==> src/rtl/pipeline_hazard_controller.sv <==
// pipeline_hazard_controller
// Stall/flush sequencer for the 5-stage pipeline. It produces the hold (pause)
// and bubble (nop) controls for the IF/ID, ID/EX, EX/MEM and MEM/WB
// registers, plus the PC enable. It also keeps stall/flush performance
// counters and a watchdog on data-memory waits.
//
// Ports
//   clk, rst             clock (rising edge), asynchronous active-high reset
//   ihit, dhit           icache / dcache completion this cycle
//   dmem_req             MEM-stage instruction accesses dmem
//   ex_memread, ex_rd    load in ID/EX and its destination register
//   id_rs, id_rt         IF/ID source registers
//   id_jump              IF/ID holds a jump
//   br_taken             EX/MEM holds a resolved taken branch
//   halt_wb              MEM/WB holds HALT
//   pc_en                PC may load its next value
//   *_pause, *_nop       per-register hold / bubble (nop wins over pause)
//   halted, mem_timeout  sticky status flags
//   stall_count          cycles with pc_en low while not halted (saturating)
//   flush_count          taken-branch flushes (saturating)
//
// state | meaning
// RUN   | normal issue
// DWAIT | waiting for dcache to complete a MEM-stage access
// HALT  | core halted, absorbing until reset
module pipeline_hazard_controller #(
    parameter int CNT_W     = 32,
    parameter int DWAIT_MAX = 64
) (
    input  logic             clk,
    input  logic             rst,
    input  logic             ihit,
    input  logic             dhit,
    input  logic             dmem_req,
    input  logic             ex_memread,
    input  logic [4:0]       ex_rd,
    input  logic [4:0]       id_rs,
    input  logic [4:0]       id_rt,
    input  logic             id_jump,
    input  logic             br_taken,
    input  logic             halt_wb,
    output logic             pc_en,
    output logic             ifid_pause,
    output logic             idex_pause,
    output logic             exmem_pause,
    output logic             memwb_pause,
    output logic             ifid_nop,
    output logic             idex_nop,
    output logic             exmem_nop,
    output logic             memwb_nop,
    output logic             halted,
    output logic             mem_timeout,
    output logic [CNT_W-1:0] stall_count,
    output logic [CNT_W-1:0] flush_count
);

    localparam int DW_W = $clog2(DWAIT_MAX + 1);

    typedef enum logic [1:0] {
        S_RUN   = 2'd0,
        S_DWAIT = 2'd1,
        S_HALT  = 2'd2
    } state_t;

    state_t          state;
    state_t          state_nxt;
    logic [DW_W-1:0] dw_cnt;
    logic            mem_wait;
    logic            load_use;
    logic            flush_hit;

    assign mem_wait = dmem_req & ~dhit;
    assign load_use = ex_memread && (ex_rd != 5'd0) &&
                      ((ex_rd == id_rs) || (ex_rd == id_rt));
    assign halted   = (state == S_HALT);

    // State register plus counters and watchdog
    always_ff @(posedge clk or posedge rst) begin
        if (rst) begin
            state       <= S_RUN;
            dw_cnt      <= '0;
            mem_timeout <= 1'b0;
            stall_count <= '0;
            flush_count <= '0;
        end else begin
            state <= state_nxt;

            if (state == S_RUN && state_nxt == S_DWAIT) begin
                dw_cnt <= '0;
            end else if (state == S_DWAIT && dw_cnt != DW_W'(DWAIT_MAX)) begin
                dw_cnt <= dw_cnt + DW_W'(1);
            end

            // Flag at the edge where dw_cnt becomes DWAIT_MAX
            if (state == S_DWAIT && dw_cnt >= DW_W'(DWAIT_MAX - 1)) begin
                mem_timeout <= 1'b1;
            end

            if (!pc_en && state != S_HALT && stall_count != '1) begin
                stall_count <= stall_count + CNT_W'(1);
            end

            if (flush_hit && flush_count != '1) begin
                flush_count <= flush_count + CNT_W'(1);
            end
        end
    end

    // Next-state logic; a DWAIT ignores halt_wb until the access completes
    always_comb begin
        state_nxt = state;
        case (state)
            S_RUN: begin
                if (halt_wb)       state_nxt = S_HALT;
                else if (mem_wait) state_nxt = S_DWAIT;
            end
            S_DWAIT: begin
                if (dhit) state_nxt = S_RUN;
            end
            S_HALT:  state_nxt = S_HALT;
            default: state_nxt = S_RUN;
        endcase
    end

    // Output logic, priority ordered: first matching condition wins
    always_comb begin
        pc_en       = 1'b1;
        ifid_pause  = 1'b0;
        idex_pause  = 1'b0;
        exmem_pause = 1'b0;
        memwb_pause = 1'b0;
        ifid_nop    = 1'b0;
        idex_nop    = 1'b0;
        exmem_nop   = 1'b0;
        memwb_nop   = 1'b0;
        flush_hit   = 1'b0;
        if (rst) begin
            pc_en     = 1'b0;
            ifid_nop  = 1'b1;
            idex_nop  = 1'b1;
            exmem_nop = 1'b1;
            memwb_nop = 1'b1;
        end else if (state == S_HALT || mem_wait) begin
            pc_en       = 1'b0;
            ifid_pause  = 1'b1;
            idex_pause  = 1'b1;
            exmem_pause = 1'b1;
            memwb_pause = 1'b1;
        end else if (br_taken) begin
            ifid_nop  = 1'b1;
            idex_nop  = 1'b1;
            exmem_nop = 1'b1;
            flush_hit = 1'b1;
        end else if (load_use) begin
            pc_en      = 1'b0;
            ifid_pause = 1'b1;
            idex_nop   = 1'b1;
        end else if (!ihit) begin
            // Fetch bubble only; downstream stages keep advancing
            pc_en    = 1'b0;
            ifid_nop = 1'b1;
        end else if (id_jump) begin
            ifid_nop = 1'b1;
        end
    end

endmodule

==> config.mk <==
export PLATFORM = sky130hd
export DESIGN_NAME = pipeline_hazard_controller
export DESIGN_NICKNAME = d
export VERILOG_FILES = /design/src/rtl/pipeline_hazard_controller.sv
export SDC_FILE = /design/constraint.sdc
export NUM_CORES = 1
export LEC_CHECK = 0
export CAP_MARGIN = 0
export CELL_PAD_IN_SITES_DETAIL_PLACEMENT = 0
export CELL_PAD_IN_SITES_GLOBAL_PLACEMENT = 1
export CORE_UTILIZATION = 48
export CTS_CLUSTER_DIAMETER = 120
export DETAILED_ROUTE_END_ITERATION = 12
export DONT_BUFFER_PORTS = 1
export GPL_ROUTABILITY_DRIVEN = 1
export HOLD_SLACK_MARGIN = 0.15
export PLACE_DENSITY = 0.9
export SETUP_SLACK_MARGIN = 0.2
export SLEW_MARGIN = 10
export SYNTH_ARGS = -nofsm -noshare
export SYNTH_HDL_FRONTEND = slang
export SYNTH_SLANG_ARGS = --single-unit
==> constraint.sdc <==
create_clock -name clk -period 3.33 [get_ports clk]
set_input_delay 0.4995 -clock clk [delete_from_list [all_inputs] [get_ports clk]]
set_output_delay 0.4995 -clock clk [all_outputs]
set_load 0.05 [all_outputs]
Word level (Yosys, flattened, before mapping)
Index checks and enable logic that the tools add are counted.
- bits of input ports: 24
- logic and storage cells: 65
- output and inout bits: 75
- flip-flop bits (word level): 74
- reduce and logical (&&, ||, !) cells: 14
- magnitude comparators: 1
- add/subtract/negate cells: 3
- bitwise gates (word level): 2
- multiplexer cells: 31
- equality and inequality tests: 9
- operators by type and width (cell ; count):
    $add 32x1->32 const B ; 2
    $ne 32x32->1 const B ; 2
    $mux 1 ; 25
    $mux 7 ; 2
    $eq 5x5->1 ; 2
    $logic_and 1x1->1 ; 8
    $add 7x1->7 const B ; 1
    $ge 7x6->1 const B ; 1
    $ne 7x7->1 const B ; 1
    $mux 2 ; 3
    $pmux 2 s3 ; 1
    $reduce_bool 5->1 ; 1
    $eq 2x1->1 const B ; 2
    $eq 2x2->1 const B ; 1
    $logic_not 2->1 ; 1
    $logic_or 1x1->1 ; 2
    $ne 2x2->1 const B ; 1
    $reduce_bool 2->1 ; 1
    $and 1x1->1 ; 1
    $logic_not 1->1 ; 1
    $not 1->1 ; 1

Depth between registers and ports, before layout
Gate-level depths: netlist of the first run.
- depth in word-level cells: 10
- depth in mapped cells: 8
- gate-level depth less buffers: 7

Worst setup path before layout of the first run
OpenSTA, ideal clock, no wires.
- path type: input to output
- from: input rst
- to: output exmem_nop
- data required time: 2830 ps
- arrival time: 2997 ps
- cell stages on the path: 2
- setup slack: -167 ps
- buffers on the path: 0
- cell sequence: inv_1 > nand2_1
- cells in the longest elaborated chain, start to end: 1
- ends and longest elaborated chain (item ; line ; source):
    start, declared ; 31 ; input logic rst,
    $mux 1 ; 137 ; if (rst) begin
    end, declared ; 49 ; output logic exmem_nop,
Every way passes these cells.

Final worst setup path of the first run
- from: register state[1]
- to: output exmem_pause
- cells in the longest elaborated chain, start to end: 4
- ends and longest elaborated chain (item ; line ; source):
    start, declared ; 65 ; state_t state;
    start signal, assigned ; 86 ; state <= state_nxt;
    $eq 2x2->1 ; -- ;
    via halted ; 51 ; output logic halted,
    $logic_or 1x1->1 ; 143 ; end else if (state == S_HALT || mem_wait) begin
    $mux 1 ; 143 ;
    $mux 1 ; 137 ;
    end, declared ; 45 ; output logic exmem_pause,
The timed path passes the listed nets, and every way through them passes these cells.

==> results of run 1 <==
==> per-layer routing <==
metal	routed length, um	share of wire	GRT usage
met1	3480	0.42	0.248
met2	3960	0.48	0.334
met3	610	0.074	0.0665
met4	142	0.017	0.0938
met5	0	0	0
==> worst max-delay path, delay by kind of cell, from the launching register on <==
family	cells	cell delay, ns
buffers and inverters	1	0.39
DFF	1	0.40
and+or+nand+nor	3	1.22
==> synth_stat cells, drive strengths merged <==
cell    instances  area, sq um
nor2b           5         31.3
nor4b           6         65.1
o22ai           1         12.5
nand4          24          150
and3           17          106
or2             2         12.5
nor2           30          113
nand3          26          140
nor3           12         81.3
inv            10         37.5
xor2           29          254
o31a            1         8.76
nand2b          4         25.0
ha              4         50.1
clkbuf          1         3.75
a31oi           3         33.8
nand4b          3         26.3
a21boi          1         7.51
a21oi           7         46.3
buf             8         61.3
o211a           1         10.0
o21ai           6         30.0
and2b           1         7.51
nor4            9         77.6
dfrtp          74         1850
o21bai          1         7.51
and4b           1         10.0
and4            5         43.8
xnor2          46          403
nand2          32          120
mux2            2         22.5
o311ai          1         16.3
and2            2         12.5
or3             2         12.5
or4             4         33.8
a21o            2         15.0
==> worst min path at each step <==
stage | cells past startpoint | end | slack (ns) | from
after floorplan | 1 | state[0] | 0.46 | state[1]
after global placement | 1 | state[0] | 0.49 | state[1]
after detailed placement | 1 | state[0] | 0.49 | state[1]
after CTS | 1 | state[0] | 0.21 | dhit
after global routing | 1 | state[0] | 0.21 | dhit
final | 1 | state[0] | 0.22 | dhit
==> flip-flops by register name (all words and copies together), names as in the netlist <==
signal       cells
state            2
mem_timeout      1
dw_cnt           7
flush_count     32
stall_count     32
==> power by group through the flow <==
| stage | registers [uW] | logic (uW) | clock network [uW] |
|---|---|---|---|
| floorplan | 1110 | 124 | 0 |
| global placement | 1080 | 190 | 0 |
| detailed placement | 1080 | 194 | 0 |
| CTS | 1070 | 195 | 781 |
| global route | 1070 | 214 | 815 |
| finish | 1070 | 191 | 768 |
==> placed cells by master (no fill, tap or decap), types with 5 or more instances in the layout <==
cell	netlist	routed
sky130_fd_sc_hd__a21oi_1	6	6
sky130_fd_sc_hd__and3_1	17	17
sky130_fd_sc_hd__and4_1	5	5
sky130_fd_sc_hd__buf_4	4	22
sky130_fd_sc_hd__clkbuf_8	0	9
sky130_fd_sc_hd__dfrtp_1	74	74
sky130_fd_sc_hd__inv_1	10	9
sky130_fd_sc_hd__nand2_1	32	32
sky130_fd_sc_hd__nand3_1	24	24
sky130_fd_sc_hd__nand4_1	24	24
sky130_fd_sc_hd__nor2_1	30	29
sky130_fd_sc_hd__nor3_1	9	9
sky130_fd_sc_hd__nor4_1	7	7
sky130_fd_sc_hd__xnor2_1	46	46
sky130_fd_sc_hd__xor2_1	29	29
==> per-stage QoR <==
step                      hold slack [ns]  total power (uW)  setup WS, ns  instances  utilization
after global placement              0.490              1270         0.790        498        0.533
after global routing                0.213              2100         0.359        514        0.561
after floorplan                     0.457              1230         0.443        383            -
after CTS                           0.212              2040         0.459        514        0.561
after detailed placement            0.490              1280         0.684        498        0.533
final                               0.221              2020         0.476        514        0.561
==> cell families (layout without fill, tap and decap cells) <==
| logic type | after synthesis | in the layout | synth area share |
|---|---|---|---|
| mux | 2 | 2 | 0.00572 |
| flops | 74 | 74 | 0.470 |
| simple gates | 185 | 185 | 0.271 |
| fa+ha+maj | 4 | 4 | 0.0127 |
| xor+xnor | 75 | 75 | 0.167 |
| buf+inv | 19 | 48 | 0.0260 |
| compound gates | 24 | 24 | 0.0476 |
==> layout make-up <==
cell class              instances  area (sq um)  share of cell area
multi-input cells             290          2000               0.454
well taps                     102           128              0.0290
inverters                      10          41.3             0.00938
clock buffers                  10           128              0.0290
flip-flops and latches         74          1850               0.421
repair buffers                 22           165              0.0375
clock inverters                 6          91.3              0.0208
==> impl_metrics.prom, run 1 <==
# TYPE chip_impl_metric gauge
chip_impl_metric{name="hpwlAfterDp",unit="um"} 5930
chip_impl_metric{name="maxSlewViolCount",unit=""} 0
chip_impl_metric{name="period_needed",unit="ns"} 2.85
chip_impl_metric{name="grt_antenna_before_repair",unit=""} 0
chip_impl_info{name="critPathKind",value="flip-flop to output port"} 1
chip_impl_metric{name="layout.filler_cells",unit=""} 693
chip_impl_metric{name="internal-power",unit="uW"} 1430
chip_impl_metric{name="clkPwrFrac",unit=""} 0.379
chip_impl_info{name="outcome",value="finished, final reports clean"} 1
chip_impl_metric{name="ys_types",unit=""} 49
chip_impl_metric{name="numPortBuffers",unit=""} 0
chip_impl_metric{name="seq_area_frac_synth",unit=""} 0.470
chip_impl_metric{name="die_h",unit="um"} 92.6
chip_impl_metric{name="yosys_warnings",unit=""} 0
chip_impl_metric{name="clk_pin_slew_worst_paths",unit="ns"} 0.07
chip_impl_metric{name="ctsLongestPathBuffers",unit=""} 2
chip_impl_metric{name="die_area",unit="sq um"} 8570
chip_impl_metric{name="dpl_cell_area",unit="sq um"} 4180
chip_impl_metric{name="grt_max_degree",unit=""} 75
chip_impl_metric{name="regToRegSetupSlack",unit="ns"} 0.65
chip_impl_metric{name="worst_clock_skew",unit="ns"} 0.0135
chip_impl_metric{name="number_of_instances_resized_during_post_cts_repair",unit=""} 0
chip_impl_metric{name="final_layout_size_suffix_gt1_frac",unit=""} 0.141
chip_impl_metric{name="clock_insertion_delay_worst_skew",unit="ns"} 0.35
chip_impl_info{name="rsz0062_at_grt",value="no"} 1
chip_impl_metric{name="post_drt_via_cell_ratio",unit=""} 5.69
chip_impl_info{name="path_cells",value="nor2b_2 > nor2_1 > nor2_4 > buf_4"} 1
chip_impl_metric{name="worstRegToRegCells",unit=""} 5
chip_impl_metric{name="cts_sinks",unit=""} 74
chip_impl_metric{name="detail_route.wirelength",unit="um"} 8190
chip_impl_metric{name="cp_required",unit="ns"} 2.83
chip_impl_info{name="crit_path_end",value="exmem_pause"} 1
chip_impl_metric{name="vdd.ir_drop.worst",unit="V"} 0.000285
chip_impl_metric{name="globalRouteOverflowTotal",unit=""} 0
chip_impl_metric{name="detail-route-antenna-nets",unit=""} 0
chip_impl_metric{name="min_period_over_period",unit=""} 0.857
chip_impl_metric{name="die-width",unit="um"} 92.6
chip_impl_info{name="crit_path_top_delay_cell",value="sky130_fd_sc_hd__nor2b_2"} 1
chip_impl_metric{name="switching_power",unit="uW"} 594
chip_impl_metric{name="worstMarginPinSlew",unit="ns"} 1.13
chip_impl_metric{name="final_nets",unit=""} 435
chip_impl_metric{name="final.setup.tns",unit="ns"} 0
chip_impl_metric{name="num_antenna_cells",unit=""} 0
chip_impl_info{name="timing.critical_path.to_type",value="output port"} 1
chip_impl_metric{name="cp_slowest_stage_delay",unit="ns"} 0.77
chip_impl_metric{name="mappedNetlistNets",unit=""} 411
chip_impl_info{name="min_path_type",value="input pin to flip-flop"} 1
chip_impl_metric{name="globalplace.congestion",unit=""} 0.797
chip_impl_metric{name="routed_wire_length_per_instance",unit="um"} 15.9
chip_impl_metric{name="grt_pass1_wl",unit="um"} 13800
chip_impl_metric{name="synthCells",unit=""} 383
chip_impl_metric{name="pwr-share-seq",unit=""} 0.526
chip_impl_metric{name="crit_fanout",unit=""} 7
chip_impl_metric{name="setup_buffers_after_cts",unit=""} 0
chip_impl_metric{name="ys_ff_latch",unit=""} 74
chip_impl_metric{name="syn_avg_cell_area",unit="sq um"} 10.3
chip_impl_metric{name="power.static_leakage",unit="uW"} 0.00191
chip_impl_metric{name="num_io_pins",unit=""} 99
chip_impl_info{name="crit-reg2reg-capture",value="stall_count[1]"} 1
chip_impl_metric{name="num_vias",unit=""} 2926
chip_impl_metric{name="groute.usage.overall",unit=""} 0.206
chip_impl_info{name="root_buffer",value="sky130_fd_sc_hd__clkbuf_8"} 1
chip_impl_metric{name="synthesis.area",unit="sq um"} 3940
chip_impl_metric{name="drt_drc_violations_left",unit=""} 0
chip_impl_metric{name="max_cap_viol_count",unit=""} 0
chip_impl_metric{name="fmaxAchievable",unit="MHz"} 350
chip_impl_metric{name="comb_power_share",unit=""} 0.094
chip_impl_metric{name="cts_htree_levels",unit=""} 3
chip_impl_metric{name="switching_share",unit=""} 0.293
chip_impl_metric{name="cts_buffers",unit=""} 9
chip_impl_metric{name="finish_stage_setup_viols",unit=""} 0
chip_impl_metric{name="first_global_vias",unit=""} 3000
chip_impl_metric{name="dr_iter_0_viols",unit=""} 91
chip_impl_metric{name="max-slew-margin-rel",unit=""} 0.240
chip_impl_metric{name="hold_viol",unit=""} 0
chip_impl_metric{name="power_density",unit="nW/um^2"} 460
chip_impl_info{name="tritoncts",value="built"} 1
chip_impl_metric{name="core",unit="sq um"} 7850
chip_impl_metric{name="ctsHoldBuffers",unit=""} 0
chip_impl_metric{name="drt_pre_antenna_iters",unit=""} 4
chip_impl_info{name="regToRegStartpoint",value="stall_count[12]"} 1
chip_impl_metric{name="start_util",unit=""} 0.502
chip_impl_metric{name="signal_arrival_time_at_the_worst_endpoint",unit="ns"} 2.35
chip_impl_info{name="cp-startpoint",value="state[1]"} 1
chip_impl_metric{name="area_delta_synth_final",unit="%"} 11.7
chip_impl_metric{name="finish.instance_area",unit="sq um"} 4400
chip_impl_info{name="start_kind",value="flip-flop"} 1
chip_impl_metric{name="row_count",unit=""} 32
No activity file was read; power rests on OpenSTA's default activity.
==> run 2, diff against run 1 <==
CORE_UTILIZATION = 44   (was 48)
PLACE_DENSITY = 0.87   (was 0.9)
clock period = 2.5 ns   (was 3.33 ns; I/O delays follow)
==> impl_metrics.prom, run 2 (synthesized netlist as in run 1, its figures left out) <==
# TYPE chip_impl_metric gauge
chip_impl_metric{name="dpl_cell_area",unit="sq um"} 4730
chip_impl_metric{name="hpwlAfterDp",unit="um"} 6690
chip_impl_metric{name="grt_antenna_before_repair",unit=""} 0
chip_impl_metric{name="setup_buffers_after_cts",unit=""} 0
chip_impl_metric{name="row_count",unit=""} 34
chip_impl_metric{name="comb_power_share",unit=""} 0.148
chip_impl_metric{name="worst_clock_skew",unit="ns"} 0.0132
chip_impl_metric{name="power",unit="uW"} 2890
chip_impl_info{name="mostFrequentLayoutCell",value="sky130_fd_sc_hd__dfrtp_1"} 1
chip_impl_metric{name="num_antenna_cells",unit=""} 0
chip_impl_metric{name="first_global_vias",unit=""} 3236
chip_impl_metric{name="min_period_over_period",unit=""} 0.886
chip_impl_info{name="rsz0062_at_grt",value="no"} 1
chip_impl_metric{name="internal-power",unit="uW"} 2080
chip_impl_info{name="layout.cells.most_common_list",value="sky130_fd_sc_hd__dfrtp_1 (74), sky130_fd_sc_hd__buf_4 (72), sky130_fd_sc_hd__xnor2_1 (46), sky130_fd_sc_hd__nand2_1 (30), sky130_fd_sc_hd__xor2_1 (29)"} 1
chip_impl_metric{name="cts_buffers",unit=""} 9
chip_impl_metric{name="crit_fanout",unit=""} 7
chip_impl_metric{name="period_needed",unit="ns"} 2.22
chip_impl_metric{name="die-width",unit="um"} 96.6
chip_impl_metric{name="grt_max_degree",unit=""} 75
chip_impl_metric{name="maxSlewViolCount",unit=""} 0
chip_impl_metric{name="final_layout_size_suffix_gt1_frac",unit=""} 0.277
chip_impl_info{name="crit_path_top_delay_cell",value="sky130_fd_sc_hd__dfrtp_1"} 1
chip_impl_info{name="timing.critical_path.to_type",value="output port"} 1
chip_impl_metric{name="clk_pin_slew_worst_paths",unit="ns"} 0.08
chip_impl_info{name="path_cells",value="nor2b_2 > nor2_2 > o21ai_0 > nand2_1"} 1
chip_impl_metric{name="final.setup.tns",unit="ns"} 0
chip_impl_info{name="min_path_type",value="input pin to flip-flop"} 1
chip_impl_metric{name="globalplace.congestion",unit=""} 0.799
chip_impl_metric{name="numPortBuffers",unit=""} 0
chip_impl_metric{name="core",unit="sq um"} 8680
chip_impl_metric{name="max_cap_viol_count",unit=""} 0
chip_impl_metric{name="dr_iter_0_viols",unit=""} 102
chip_impl_info{name="outcome",value="finished, final reports clean"} 1
chip_impl_metric{name="ctsLongestPathBuffers",unit=""} 2
chip_impl_metric{name="layout.filler_cells",unit=""} 755
chip_impl_metric{name="switching_share",unit=""} 0.279
chip_impl_metric{name="num_io_pins",unit=""} 99
chip_impl_metric{name="switching_power",unit="uW"} 807
chip_impl_metric{name="fmaxAchievable",unit="MHz"} 451
chip_impl_info{name="layout_top_registers",value="flush_count x32, stall_count x32, dw_cnt x7"} 1
chip_impl_metric{name="routed_wire_length_per_instance",unit="um"} 15.6
chip_impl_metric{name="clkPwrFrac",unit=""} 0.398
chip_impl_metric{name="area_delta_synth_final",unit="%"} 27.0
chip_impl_info{name="root_buffer",value="sky130_fd_sc_hd__clkbuf_8"} 1
chip_impl_metric{name="final_nets",unit=""} 488
chip_impl_info{name="critPathKind",value="flip-flop to output port"} 1
chip_impl_metric{name="detail-route-antenna-nets",unit=""} 0
chip_impl_info{name="tritoncts",value="built"} 1
chip_impl_metric{name="worstMarginPinSlew",unit="ns"} 0.922
chip_impl_metric{name="cts_sinks",unit=""} 74
chip_impl_metric{name="power.static_leakage",unit="uW"} 0.00224
chip_impl_metric{name="place_inst",unit=""} 556
chip_impl_metric{name="num_vias",unit=""} 3153
chip_impl_metric{name="clock_insertion_delay_worst_skew",unit="ns"} 0.34
chip_impl_info{name="start_kind",value="flip-flop"} 1
chip_impl_metric{name="cp_slowest_stage_delay",unit="ns"} 0.42
chip_impl_metric{name="groute.usage.overall",unit=""} 0.202
chip_impl_metric{name="final_core_utilization",unit=""} 0.577
chip_impl_metric{name="signal_arrival_time_at_the_worst_endpoint",unit="ns"} 1.84
chip_impl_metric{name="die_h",unit="um"} 96.6
chip_impl_metric{name="grt_pass1_wl",unit="um"} 15400
chip_impl_metric{name="detail_route.wirelength",unit="um"} 8920
chip_impl_metric{name="finish_stage_setup_viols",unit=""} 0
chip_impl_metric{name="drt_drc_violations_left",unit=""} 0
chip_impl_metric{name="hold_viol",unit=""} 0
chip_impl_metric{name="globalRouteOverflowTotal",unit=""} 0
chip_impl_metric{name="cp_required",unit="ns"} 2.12
chip_impl_metric{name="post_drt_via_cell_ratio",unit=""} 5.50
chip_impl_metric{name="power_density",unit="nW/um^2"} 577
chip_impl_metric{name="pwr-share-seq",unit=""} 0.453
chip_impl_metric{name="die_area",unit="sq um"} 9340
chip_impl_metric{name="layoutNonFillerInstCount",unit=""} 573
chip_impl_metric{name="drt_pre_antenna_iters",unit=""} 4
chip_impl_metric{name="max-slew-margin-rel",unit=""} 0.386
chip_impl_metric{name="vdd.ir_drop.worst",unit="V"} 0.000310
chip_impl_metric{name="finish.instance_area",unit="sq um"} 5000
chip_impl_metric{name="cts_htree_levels",unit=""} 3
chip_impl_metric{name="start_util",unit=""} 0.454
[run 2: changes by cell type in the layout (fill, tap and decap cells not counted), sizes merged]
cell	delta
buf	+52
bufinv	+1
clkinv	+1
clkinvlp	-3
dlygate4sd3	+1
inv	+1
[run 2: layer usage]
metal	vias up	part of all wire	global-route usage
met3	13	0.064	0.0658
met4	0	0.020	0.0815
met1	1528	0.42	0.239
met2	102	0.50	0.339
met5	-	0	0
li1	1510	-	-
[run 2: cell type report]
class	instances	area, sq um	area share
repair buffers	75	591	0.118
inverters	10	41.3	0.00825
multi-input cells	290	2140	0.427
well taps	108	135	0.0270
flip-flops and latches	74	1850	0.370
clock buffers	10	138	0.0275
clock inverters	6	113	0.0225
[run 2: power by group through the flow]
| stage | Clock (uW) | Combinational [uW] | Sequential [uW] |
|---|---|---|---|
| after detailed placement | 0 | 432 | 1330 |
| after floorplan | 0 | 167 | 1470 |
| final | 1150 | 428 | 1310 |
| after global placement | 0 | 420 | 1330 |
| after CTS | 1180 | 433 | 1310 |
| after global routing | 1220 | 469 | 1310 |
[run 2: critical path, delay by kind of cell, from the launching register on]
family	cells	cell delay (ns)
compound gates	1	0.15
flops	1	0.42
simple gates	3	0.94
[run 2: worst paths after layout]
kind	from	to	slack, ns	cells after the start
max in group asynchronous	rst	flush_count[23]	1.62	2
hold reg to reg	state[1]	state[0]	0.50	1
hold / removal	halt_wb	state[1]	0.17	2
setup reg to reg	stall_count[8]	stall_count[8]	0.35	7
setup / recovery	state[1]	idex_nop	0.28	4
min in group asynchronous	rst	dw_cnt[3]	0.30	2
[run 2: what timing repair did]
| item | CTS | global route |
|---|---|---|
| hold endpoints to repair | 1 | 0 |
| gates resized for setup | 1 | 1 |
| hold buffers | 1 | 0 |
| pin swaps | 0 | 0 |
| endpoints found under the setup margin | 2 | 2 |
| gates cloned | 0 | 0 |
[run 2: stage by stage]
step / worst slack (ns) / hold WS [ns]
4_1_cts: 0.279 / 0.161
2_1_floorplan: -0.261 / 0.448
5_1_grt: 0.203 / 0.175
6_report: 0.284 / 0.174
3_5_place_dp: 0.349 / 0.457
3_3_place_gp: 0.384 / 0.452
==> run 3, diff against run 2 <==
ABC_AREA = 1   (was not set)
CORE_UTILIZATION = 41   (was 44)
==> impl_metrics.prom, run 3 <==
# TYPE chip_impl_metric gauge
chip_impl_metric{name="detail-route-antenna-nets",unit=""} 0
chip_impl_metric{name="seq_area_frac_synth",unit=""} 0.374
chip_impl_metric{name="grt_antenna_before_repair",unit=""} 0
chip_impl_metric{name="clk_pin_slew_worst_paths",unit="ns"} 0.06
chip_impl_metric{name="finish.instance_area",unit="sq um"} 5940
chip_impl_metric{name="hold-worst-slack",unit="ns"} 0.152
chip_impl_metric{name="comb_power_share",unit=""} 0.196
chip_impl_metric{name="crit_fanout",unit=""} 5
chip_impl_metric{name="signal_arrival_time_at_the_worst_endpoint",unit="ns"} 1.74
chip_impl_metric{name="die-width",unit="um"} 112
chip_impl_metric{name="setup_buffers_after_cts",unit=""} 0
chip_impl_metric{name="dr_iter_0_viols",unit=""} 330
chip_impl_info{name="timing.critical_path.to_type",value="output port"} 1
chip_impl_metric{name="final_nets",unit=""} 796
chip_impl_metric{name="layout.filler_cells",unit=""} 1130
chip_impl_info{name="critical_path.most_common_cell",value="sky130_fd_sc_hd__nand2_1"} 1
chip_impl_metric{name="grt_max_degree",unit=""} 44
chip_impl_metric{name="regToRegSetupSlack",unit="ns"} 0.42
chip_impl_metric{name="synth_top_area_frac",unit=""} 0.374
chip_impl_metric{name="maxSlewViolCount",unit=""} 0
chip_impl_metric{name="routed_wire_length_per_instance",unit="um"} 14.5
chip_impl_metric{name="async_reset_ff_frac",unit=""} 1.00
chip_impl_metric{name="synthCells",unit=""} 703
chip_impl_metric{name="finish_stage_setup_viols",unit=""} 0
chip_impl_info{name="crit_path_top_delay_cell",value="sky130_fd_sc_hd__dfrtp_1"} 1
chip_impl_metric{name="worst_clock_skew",unit="ns"} 0.00612
chip_impl_metric{name="mappedNetlistNets",unit=""} 731
chip_impl_metric{name="num_vias",unit=""} 4813
chip_impl_metric{name="post_drt_via_cell_ratio",unit=""} 5.26
chip_impl_metric{name="die_area",unit="sq um"} 12500
chip_impl_metric{name="core",unit="sq um"} 11600
chip_impl_metric{name="dpl_cell_area",unit="sq um"} 5610
chip_impl_info{name="path_cells",value="inv_1 > nor2_4 > inv_4 > nand2_1 > inv_2 > nand2_1 > nand2_8 > a31o_4"} 1
chip_impl_metric{name="die_h",unit="um"} 112
chip_impl_info{name="outcome",value="finished with violations"} 1
chip_impl_metric{name="num_antenna_cells",unit=""} 0
chip_impl_metric{name="max_cap_viol_count",unit=""} 0
chip_impl_metric{name="ys_types",unit=""} 36
chip_impl_metric{name="area_delta_synth_final",unit="%"} 19.9
chip_impl_metric{name="syn_avg_cell_area",unit="sq um"} 7.05
chip_impl_metric{name="fmaxAchievable",unit="MHz"} 474
chip_impl_metric{name="drt_drc_violations_left",unit=""} 6
chip_impl_metric{name="groute.usage.overall",unit=""} 0.223
chip_impl_metric{name="final_layout_size_suffix_gt1_frac",unit=""} 0.157
chip_impl_info{name="failed_checks",value="design-rule violations"} 1
chip_impl_info{name="yosys.cell_count.top_type",value="sky130_fd_sc_hd__nand2_1"} 1
chip_impl_metric{name="worstMarginPinSlew",unit="ns"} 0.543
chip_impl_metric{name="synth_enable_flop_cells",unit=""} 0
chip_impl_metric{name="internal-power",unit="uW"} 2300
chip_impl_metric{name="hold_viol",unit=""} 0
chip_impl_metric{name="clkPwrFrac",unit=""} 0.405
chip_impl_metric{name="switching_power",unit="uW"} 1010
chip_impl_metric{name="power.static_leakage",unit="uW"} 0.00300
chip_impl_metric{name="pwr-share-seq",unit=""} 0.399
chip_impl_metric{name="numPortBuffers",unit=""} 0
chip_impl_metric{name="cp_required",unit="ns"} 2.12
chip_impl_metric{name="globalplace.congestion",unit=""} 0.865
chip_impl_metric{name="detail_route.wirelength",unit="um"} 13300
chip_impl_metric{name="num_io_pins",unit=""} 99
chip_impl_metric{name="cts_buffers",unit=""} 9
chip_impl_metric{name="row_count",unit=""} 39
chip_impl_metric{name="min_period_over_period",unit=""} 0.844
chip_impl_metric{name="switching_share",unit=""} 0.305
chip_impl_metric{name="vdd.ir_drop.worst",unit="V"} 0.000374
chip_impl_metric{name="cp_slowest_stage_delay",unit="ns"} 0.40
chip_impl_metric{name="grt_pass1_wl",unit="um"} 22400
chip_impl_metric{name="cts_sinks",unit=""} 74
chip_impl_metric{name="globalRouteOverflowTotal",unit=""} 0
chip_impl_metric{name="ctsLongestPathBuffers",unit=""} 2
chip_impl_metric{name="power_density",unit="nW/um^2"} 557
chip_impl_metric{name="first_global_vias",unit=""} 4727
chip_impl_info{name="critical-path-top-delay-family",value="simple AND/OR/NAND/NOR gates"} 1
chip_impl_metric{name="hpwlAfterDp",unit="um"} 10100
chip_impl_info{name="gr-max-usage-layer",value="met2"} 1
chip_impl_info{name="mostFrequentLayoutCell",value="sky130_fd_sc_hd__nand2_1"} 1
chip_impl_metric{name="grt_use_met1",unit=""} 0.293
chip_impl_metric{name="clock_insertion_delay_worst_skew",unit="ns"} 0.33
chip_impl_info{name="ys_dominant_reg_cell",value="sky130_fd_sc_hd__dfrtp_1"} 1
chip_impl_metric{name="grt_use_met2",unit=""} 0.362
chip_impl_metric{name="yosys_warnings",unit=""} 0
chip_impl_metric{name="start_util",unit=""} 0.427
chip_impl_info{name="min_path_type",value="input pin to async pin"} 1
chip_impl_info{name="layout_top_registers",value="flush_count x32, stall_count x32, dw_cnt x7"} 1
chip_impl_metric{name="cts_htree_levels",unit=""} 3
chip_impl_info{name="critPathKind",value="flip-flop to output port"} 1
chip_impl_metric{name="period_needed",unit="ns"} 2.11
chip_impl_metric{name="grt.met3_usage",unit=""} 0.0452
chip_impl_info{name="synth.largest_area_cell",value="sky130_fd_sc_hd__dfrtp_1"} 1
chip_impl_metric{name="max-slew-margin-rel",unit=""} 0.638
chip_impl_metric{name="critical_path_buf_inv_count",unit=""} 3
chip_impl_metric{name="drt_pre_antenna_iters",unit=""} 9
chip_impl_info{name="start_kind",value="flip-flop"} 1
chip_impl_info{name="tritoncts",value="built"} 1
chip_impl_info{name="layout.cells.most_common_list",value="sky130_fd_sc_hd__nand2_1 (229), sky130_fd_sc_hd__nor2_1 (85), sky130_fd_sc_hd__inv_1 (79), sky130_fd_sc_hd__dfrtp_1 (74), sky130_fd_sc_hd__buf_4 (71)"} 1
chip_impl_info{name="synthTopCellsByArea",value="sky130_fd_sc_hd__dfrtp_1 (37%), sky130_fd_sc_hd__nand2_1 (17%), sky130_fd_sc_hd__nor2_1 (6.5%)"} 1
chip_impl_info{name="rsz0062_at_grt",value="no"} 1
chip_impl_metric{name="synthesis.area",unit="sq um"} 4950
chip_impl_info{name="synthTopCellsByCount",value="sky130_fd_sc_hd__nand2_1 (230), sky130_fd_sc_hd__nor2_1 (86), sky130_fd_sc_hd__inv_1 (80), sky130_fd_sc_hd__dfrtp_1 (74), sky130_fd_sc_hd__nand4_1 (50)"} 1
chip_impl_metric{name="ys_ff_latch",unit=""} 74
chip_impl_info{name="root_buffer",value="sky130_fd_sc_hd__clkbuf_16"} 1
## run 3: cell types whose count changed after synthesis, moves of 8 or more
cell and delta:
sky130_fd_sc_hd__inv_1 +70, sky130_fd_sc_hd__nor2_1 +56, sky130_fd_sc_hd__and3_1 -16, sky130_fd_sc_hd__nand3_1 +15, sky130_fd_sc_hd__o21ai_0 +8, sky130_fd_sc_hd__nand4_1 +26, sky130_fd_sc_hd__nand2_1 +198, sky130_fd_sc_hd__xnor2_1 -32
## run 3: cell type report
cell class	instances	area (sq um)	area share
clock buffers	13	270	0.0455
clock inverters	2	35.0	0.00590
inverters	83	320	0.0539
well taps	143	179	0.0301
repair buffers	73	563	0.0948
flip-flops and latches	74	1850	0.312
multi-input cells	527	2720	0.458
## run 3: logic make-up (layout without fill, tap and decap cells)
group | Yosys count | in the layout | share of synthesized area
and+or+nand+nor | 451 | 451 | 0.412
buffers and inverters | 102 | 171 | 0.0904
DFF | 74 | 74 | 0.374
xor gates and xnor gates | 45 | 45 | 0.0795
AOI/OAI and AO/OA | 27 | 27 | 0.0343
adders and majority gates | 4 | 4 | 0.0101
## run 3: path summary, 6_finish.rpt
| path | startpoint | endpoint | depth (start not counted) |
|---|---|---|---|
| max | state[1] | idex_nop | 8 |
| min | rst | stall_count[24] | 2 |
| max reg2reg | stall_count[0] | stall_count[14] | 9 |
| min reg2reg | state[0] | state[1] | 1 |
| max in group asynchronous | rst | flush_count[27] | 2 |
| min in group clk | halt_wb | state[1] | 2 |
## run 3: layer usage
layer | vias up | routed length, um
met5 | - | 0
met1 | 2258 | 5890
li1 | 2380 | -
met4 | 0 | 257
met2 | 153 | 6200
met3 | 22 | 961
## run 3: repair_timing
action	CTS	global route
hold buffers	1	0
endpoints found under the setup margin	0	23
endpoints found under the hold margin	1	0
gates resized for setup	0	2
## run 3: per-stage QoR
step / cells / setup WS, ns / total power [uW] / setup TNS, ns / utilization
2_1_floorplan: 703 / -0.0178 / 1820 / -0.0178 / -
3_3_place_gp: 899 / 0.435 / 1970 / 0 / 0.483
3_5_place_dp: 899 / 0.361 / 1990 / 0 / 0.483
4_1_cts: 915 / 0.294 / 3330 / 0 / 0.510
5_1_grt: 915 / 0.211 / 3440 / 0 / 0.512
6_report: 915 / 0.389 / 3310 / 0 / 0.512
## run 3: power groups by stage
stage	Clock [uW]	Combinational, uW	Sequential (uW)
floorplan	0	246	1570
global placement	0	636	1340
detailed placement	0	649	1340
CTS	1360	652	1320
global route	1410	704	1330
finish	1340	650	1320
